[src/rtl/mult_sequencer.sv]
// Control and arithmetic stage of the 8-bit signed add-shift multiplier.
// Drives the A/B shift-register controls, computes A +/- S, owns the X bit.
//
// Ports: Clk, Reset (async, active-high), Run, ClearA_LoadB, S, A_Val, M
//   in; A_Clr, A_Ld, B_Ld, Shift_En, A_Sum, X, B_Sin, Done out.
// Option macro: MULT_ACCUM_EN - START keeps A and X (chained accumulation).
module mult_sequencer #(
  parameter int NUM_BITS = 8
) (
  input  logic                Clk,
  input  logic                Reset,
  input  logic                Run,
  input  logic                ClearA_LoadB,
  input  logic [NUM_BITS-1:0] S,
  input  logic [NUM_BITS-1:0] A_Val,
  input  logic                M,
  output logic                A_Clr,
  output logic                A_Ld,
  output logic                B_Ld,
  output logic                Shift_En,
  output logic [NUM_BITS-1:0] A_Sum,
  output logic                X,
  output logic                B_Sin,
  output logic                Done
);

  localparam int CW = (NUM_BITS > 1) ? $clog2(NUM_BITS) : 1;
  localparam logic [CW-1:0] LAST = CW'(NUM_BITS - 1);

  typedef enum logic [2:0] {
    IDLE,
    START,
    ADD,
    SHIFT,
    DONE
  } state_t;

  state_t        state;
  state_t        state_nxt;
  logic [CW-1:0] count;
  logic [NUM_BITS:0] a_ext;
  logic [NUM_BITS:0] s_ext;
  logic [NUM_BITS:0] sum;
  logic          last_step;
  logic          clr_load;

  assign clr_load  = ClearA_LoadB && !Run;
  assign last_step = (count == LAST);

  // The sign bit of B has negative weight, so the final step subtracts.
  assign a_ext = {A_Val[NUM_BITS-1], A_Val};
  assign s_ext = {S[NUM_BITS-1], S};
  assign sum   = last_step ? (a_ext - s_ext) : (a_ext + s_ext);
  assign A_Sum = sum[NUM_BITS-1:0];
  assign B_Sin = A_Val[0];

  always_ff @(posedge Clk or posedge Reset) begin
    if (Reset) begin
      state <= IDLE;
    end else begin
      state <= state_nxt;
    end
  end

  always_comb begin
    state_nxt = state;
    unique case (state)
      IDLE:  if (Run) state_nxt = START;
      START: state_nxt = ADD;
      ADD:   state_nxt = SHIFT;
      SHIFT: state_nxt = last_step ? DONE : ADD;
      DONE:  if (!Run) state_nxt = IDLE;
      default: state_nxt = IDLE;
    endcase
  end

  always_comb begin
    A_Clr    = 1'b0;
    A_Ld     = 1'b0;
    B_Ld     = 1'b0;
    Shift_En = 1'b0;
    Done     = 1'b0;
    unique case (state)
      IDLE: begin
        A_Clr = clr_load;
        B_Ld  = clr_load;
      end
      START: begin
`ifdef MULT_ACCUM_EN
        A_Clr = 1'b0;
`else
        A_Clr = 1'b1;
`endif
      end
      ADD:   A_Ld = M;
      SHIFT: Shift_En = 1'b1;
      DONE:  Done = 1'b1;
      default: ;
    endcase
  end

  always_ff @(posedge Clk or posedge Reset) begin
    if (Reset) begin
      count <= '0;
    end else if (state == START) begin
      count <= '0;
    end else if (state == SHIFT && !last_step) begin
      count <= count + 1'b1;
    end
  end

  // X tracks the sign of A; SHIFT leaves it alone for the arithmetic shift.
  always_ff @(posedge Clk or posedge Reset) begin
    if (Reset) begin
      X <= 1'b0;
    end else begin
      unique case (state)
        IDLE:  if (clr_load) X <= 1'b0;
`ifndef MULT_ACCUM_EN
        START: X <= 1'b0;
`endif
        ADD:   if (M) X <= sum[NUM_BITS];
        default: ;
      endcase
    end
  end

endmodule
[config.mk]
export PLATFORM = sky130hd
export DESIGN_NAME = mult_sequencer
export DESIGN_NICKNAME = d
export VERILOG_FILES = /design/src/rtl/mult_sequencer.sv
export SDC_FILE = /design/constraint.sdc
export NUM_CORES = 1
export LEC_CHECK = 0
export ABC_AREA = 1
export CORE_ASPECT_RATIO = 0.7
export CORE_UTILIZATION = 30
export DETAILED_ROUTE_END_ITERATION = 7
export PLACE_DENSITY_LB_ADDON = 0.1
export SYNTH_ARGS = -nofsm -noshare
export SYNTH_HDL_FRONTEND = slang
export SYNTH_SLANG_ARGS = --single-unit
[constraint.sdc]
create_clock -name Clk -period 2.75 [get_ports Clk]
set_input_delay 0.4125 -clock Clk [delete_from_list [all_inputs] [get_ports Clk]]
set_output_delay 0.4125 -clock Clk [all_outputs]
set_load 0.02 [all_outputs]
==> impl_metrics.yaml, run 1 <==
outcome:
  outcome: "finished with violations"
  violations: "setup timing"
synth:
  synthArstFlopShare: 1.000
  synth-edff-count: 0
  synth.most_common_cell: "nand2_1"
  synth-main-ff-cell: "dfrtp_1"
  synth_fp_nets: 168
  synth.top_cell.area_share: 0.1877
  yosys-top-cells-area: "dfrtp_1, ha_1, nand2_1"
  syn_area_um2: 933.4
  synth_cell_types: 25
  syn-instance-count: 135
  avgSynthCellArea_um2: 6.914
  synth-seq-cells: 7
  synth_commonest_cells: "nand2_1, inv_1, nor2_1"
  yosysWarnings: 0
  seq_area_frac_synth: 0.1877
  synth_top_area_cell: "dfrtp_1"
timing:
  setup_slack_ns: -0.04430
  finalSetupViolCount: 3
  min_period_ns: 2.794
  tightest_slew_ns: 0.3046
  max_slew_margin: 0.7967
  fin_skew_ns: 0.009588
  fmax_mhz: 357.9
  hold_violations: 0
  whs_ns: 0.4161
  finalCritPeriodShare: 1.016
  slew_violations: 0
  rsz0062_at_grt: "true"
detailed_routing:
  drtIter0Drc: 44
  antenna_left: 0
  wl_per_cell_um: 12.50
  wl_um: 3251
  drc: 0
  num_vias: 1210
  vias_per_cell: 4.654
  dr.pass1.iters: 4
power_and_ir_drop:
  p_leak_uw: 0.0009691
  ir_worst_vdd_mv: 0.3341
  powerDensity_nw_per_um2: 607.2
floorplanning:
  start_util: 0.3238
  rows: 16
  io_pins: 36
  die_h_um: 48.67
  core_um2: 2883
  die_area_um2: 3342
  die_w_um: 68.67
cts:
  cts_hold_buf: 0
  htree_levels: 1
  cts.sinks: 7
  cts_buffers: 3
  cts.clk_slew.worst_paths_ns: 0.05
  clockBufferDepth: 2
  cts_tree: "done"
  insertion_delay_ns: 0.24
  root_buffer: "clkbuf_8"
global_routing:
  grt_pass1_wl_um: 5071
  grt_max_degree: 8
  grt-ovfl-total: 0
  grt_pass1_vias: 1164
  grt.total_usage: 0.2046
  grt_antenna_before_repair: 0
finish:
  area_delta_synth_final_pct: 106.0
  antennaDiodeCount: 0
  fin_nets: 258
  fillCellCount: 218
  drive_gt1_frac: 0.4643
  fin_cells: 260
critical_path:
  crit_required_ns: 2.34
  slowest_delay_ns: 0.30
  cpMaxStageDelayCell: "ha_4"
  endpoint_kind: "primary output"
  crit_path_max_fanout: 5
  startpoint_type: "input port"
  cp.arrival_ns: 2.38
  critPathBufInv: 5
  crit_family: "buffers and inverters"
  crit_type: "input port to primary output"
  path_cells: "clkdlybuf4s15_1, inv_2, ha_4, nand2_2, nor2_4, nor2_4, buf_4, a21oi_2, xnor2_1, inv_1, ha_4, nand4_1, nand3_1, xor2_1, buf_4"
min_path:
  hp-class: "input port to asynchronous set/reset pin"
placed_design:
  place_congestion: 0.8729
  place_inst: 229
  hpwl_um: 1948
  port_buffers: 35
run:
  drv_cap: 0
cell families after synthesis:
group / Yosys count / share of synthesized area
buffers and inverters: 28 / 0.1341
adders and majority gates: 12 / 0.1689
and+or+nand+nor: 58 / 0.2801
xor gates and xnor gates: 12 / 0.1126
AOI/OAI and AO/OA: 18 / 0.1166
DFF: 7 / 0.1877
worst reg2reg max path, stage by stage (launching register included):
cell and delay (ns):
dfrtp_1 0.35, ha_2 0.20, ha_4 0.21, inv_6 0.06
buf_6 0.11, buf_6 0.10, buf_6 0.10, buf_6 0.11
buf_6 0.11, buf_6 0.10, buf_6 0.10, buf_4 0.12
buf_4 0.12, buf_4 0.12, buf_4 0.12, buf_4 0.12
buf_4 0.12, buf_4 0.12, buf_4 0.12, o21ai_2 0.09
power breakdown:
part           leakage (uW)  internal (uW)  switching [uW]
Clock             0.0000255           98.7            51.7
Sequential        0.0000890            144            44.2
Combinational      0.000855            424             406
per-layer routing:
| layer | wire length (um) | global-route usage | up-vias |
|---|---|---|---|
| met5 | 0 | 0 | - |
| met4 | 43 | 0.05556 | 0 |
| met3 | 185 | 0.05660 | 9 |
| met2 | 1609 | 0.3415 | 46 |
| met1 | 1412 | 0.2525 | 547 |
| li1 | - | - | 608 |
stage by stage:
stage	TNS, ns	power [uW]	util	area (um^2)	setup WS [ns]
3_5_place_dp	-4.287	856.9	0.5165	1489	-0.8269
2_1_floorplan	0	566.8	-	933.4	0.05983
3_3_place_gp	-3.959	847.8	0.5165	1489	-0.7684
6_report	-0.06377	1168	0.6671	1923	-0.04430
5_1_grt	-0.5774	1251	0.6671	1923	-0.1595
4_1_cts	-0.04976	1102	0.6319	1822	-0.03129
cell type report:
| cell class | instances | area, um^2 | share of cell area |
|---|---|---|---|
| multi-input combinational | 100 | 792.0 | 0.4118 |
| tap | 36 | 45.04 | 0.02342 |
| clock inverter | 1 | 5.005 | 0.002602 |
| inverter | 26 | 102.6 | 0.05335 |
| timing repair buffer | 87 | 762.0 | 0.3962 |
| clock buffer | 3 | 41.29 | 0.02147 |
| sequential | 7 | 175.2 | 0.09109 |
state kept, by name, summed over array words and instances (netlist names):
| register | count |
|---|---|
| state | 3 |
| X | 1 |
| count | 3 |
final timing paths:
path,from,endpoint,slack [ns],cells past startpoint
min in group Clk,X$_DFFE_PP0P_,X$_DFFE_PP0P_,0.49,2
max reg2reg,count[0]$_DFFE_PP0P_,state[2]$_DFFE_PP0P_,0.09,19
max,S[0],A_Sum[7],-0.04,15
min reg2reg,X$_DFFE_PP0P_,X$_DFFE_PP0P_,0.49,2
max in group asynchronous,Reset,state[0]$_DFFE_PP0P_,2.09,2
min,Reset,count[1]$_DFFE_PP0P_,0.42,2
cells in the final DEF, fill, tap and decap left out, drive strengths merged:
cell,Yosys,layout
buf,2,57
nand2,30,30
inv,26,26
clkdlybuf4s50,0,24
nor2,16,16
ha,11,11
nand3,10,10
xor2,8,8
a21oi,8,8
dfrtp,7,7
xnor2,4,4
clkbuf,0,4
o21ai,3,3
a22o,2,2
clkdlybuf4s15,0,2
dlymetal6s2s,0,2
o221ai,1,1
nand4,1,1
a21o,1,1
a31oi,1,1
o22ai,1,1
nor3,1,1
o31ai,1,1
fa,1,1
clkinv,0,1
dlygate4sd2,0,1
what timing repair did:
item | in CTS | in global routing
gates cloned | 0 | 0
buffers inserted | 25 | 4
endpoints found under the setup margin | 7 | 9
pin swaps | 20 | 24
resized for setup | 57 | 28
Note: power is estimated with default switching activity, not from simulation.
==> inputs of run 2 (changes only) <==
CAP_MARGIN = 20   (was unset)
CORE_UTILIZATION = 43   (was 30)
==> run 2 against run 1 <==
The run ends with DRC, setup timing left. Clock power shrank 37%. Fmax down 3.0%. Power is 11% lower. Register-to-register slack improved by 0.23 ns. Combinational power shrank 8.7%. Cell count fell by 16%. Non-clock buffer count shrank 27. Hold slack got worse by 0.0069 ns. Clock skew shrank 0.0012 ns. Design area shrank 15%. Routed wire length decreased by 3.8%. Critical endpoint unchanged. Highest routed layer unchanged.
==> impl_metrics.yaml, run 2 (synthesis gave the netlist of run 1 again) <==
outcome:
  outcome: "finished with violations"
  violations: "DRC, setup timing"
global_routing:
  grt_pass1_vias: 1076
  grt.total_usage: 0.2632
  grt-ovfl-total: 0
  grt_pass1_wl_um: 4554
  grt_max_degree: 8
  grt_antenna_before_repair: 0
detailed_routing:
  vias_per_cell: 5.393
  wl_per_cell_um: 14.28
  drtIter0Drc: 68
  wl_um: 3127
  drc: 1
  num_vias: 1181
  dr.pass1.iters: 6
  antenna_left: 0
placed_design:
  place_congestion: 0.8060
  hpwl_um: 2004
  port_buffers: 35
  place_inst: 210
timing:
  setup_slack_ns: -0.1313
  finalSetupViolCount: 4
  fmax_mhz: 347.1
  min_period_ns: 2.881
  whs_ns: 0.4091
  rsz0062_at_grt: "true"
  tightest_slew_ns: 0.2966
  max_slew_margin: 0.8007
  fin_skew_ns: 0.008364
  hold_violations: 0
  slew_violations: 0
  finalCritPeriodShare: 1.048
  setup_tns_ns: -0.2753
critical_path:
  crit_path_max_fanout: 7
  crit_type: "flop to primary output"
  startpoint_type: "flop"
  ff2ff_path_depth: 13
  r2r_end: "X$_DFFE_PP0P_"
  rr_startpoint: "count[1]$_DFFE_PP0P_"
  rrSetupSlack_ns: 0.32
  endpoint_kind: "primary output"
  crit_required_ns: 2.34
  cp.arrival_ns: 2.47
floorplanning:
  die_area_um2: 2364
  die_h_um: 40.98
  io_pins: 36
  core_um2: 1952
  rows: 13
  die_w_um: 57.69
  start_util: 0.4782
cts:
  cts_tree: "done"
  cts.clk_slew.worst_paths_ns: 0.06
  cts.sinks: 7
  clockBufferDepth: 2
  cts_hold_buf: 0
  insertion_delay_ns: 0.26
  cts_buffers: 3
  htree_levels: 1
  root_buffer: "clkbuf_4"
power_and_ir_drop:
  p_total_uw: 1042
  powerDensity_nw_per_um2: 639.7
  p_leak_uw: 0.0008099
  ir_worst_vdd_mv: 0.5307
finish:
  fin_nets: 231
  fin_cells: 219
  final_cell_mix: "buf_4, nand2_1, clkdlybuf4s50_1, inv_1"
  drive_gt1_frac: 0.3553
  antennaDiodeCount: 0
  fillCellCount: 125
  reg.largest.list: "count: 3 flops, state: 3 flops, X: 1 flops"
  area_delta_synth_final_pct: 74.53
  final_common_cell: "buf_4"
min_path:
  hp-class: "input port to asynchronous set/reset pin"
run:
  drv_cap: 0
==> run 2: worst max-delay path by stage <==
stage / endpoint / from / slack (ns)
floorplan: A_Sum[7] / count[0]$_DFFE_PP0P_ / 0.06
global route: A_Sum[7] / count[1]$_DFFE_PP0P_ / -0.21
finish: A_Sum[7] / count[1]$_DFFE_PP0P_ / -0.13
global placement: A_Sum[7] / S[0] / -0.69
CTS: A_Sum[7] / count[0]$_DFFE_PP0P_ / -0.001
detailed placement: A_Sum[7] / S[0] / -0.78
==> run 2: where the power goes <==
part           internal, uW  switching, uW  leakage, uW  total, uW
Clock                  55.5           39.7    0.0000150       95.2
Combinational           362            395     0.000706        757
Sequential              143           46.8    0.0000890        190
Total                   561            481     0.000810       1040
==> run 2: area by class of cell <==
class / count / area, um^2 / share of cell area
clock buffers: 4 / 26.28 / 0.01613
inverters: 26 / 100.1 / 0.06144
well taps: 22 / 27.53 / 0.01690
multi-input cells: 100 / 780.7 / 0.4793
flip-flops and latches: 7 / 175.2 / 0.1075
repair buffers: 60 / 519.2 / 0.3187
==> run 2: metrics by stage <==
| step | instance area (um^2) | util | setup WS [ns] |
|---|---|---|---|
| CTS | 1550 | 0.7942 | -0.001397 |
| global route | 1629 | 0.8346 | -0.2127 |
| global placement | 1434 | 0.7346 | -0.6863 |
| detailed placement | 1434 | 0.7346 | -0.7780 |
| finish | 1629 | 0.8346 | -0.1313 |
| floorplan | 933.4 | - | 0.05983 |
==> run 2: repair_timing <==
item	4_1_cts	5_1_grt
setup buffers	2	3
resized for setup	48	19
pin swaps	12	13
endpoints found under the hold margin	0	0
setup endpoints to repair	7	6
==> run 2: worst max-delay path, stage by stage, from the launching register on <==
cell,delay (ns)
dfrtp_1,0.38
ha_2,0.21
ha_4,0.20
inv_4,0.08
nand2_2,0.06
xnor2_1,0.20
inv_1,0.10
ha_4,0.30
nand2_1,0.06
inv_1,0.08
nand4_1,0.13
nand3_2,0.10
xor2_1,0.15
buf_4,0.16
==> run 2: routing by layer <==
metal  vias up  share of wire  track usage
met3         6          0.062      0.06625
met5         -              0            0
li1        557              -            -
met4         0          0.015      0.07143
met2        51           0.52       0.5349
met1       567           0.40       0.2860
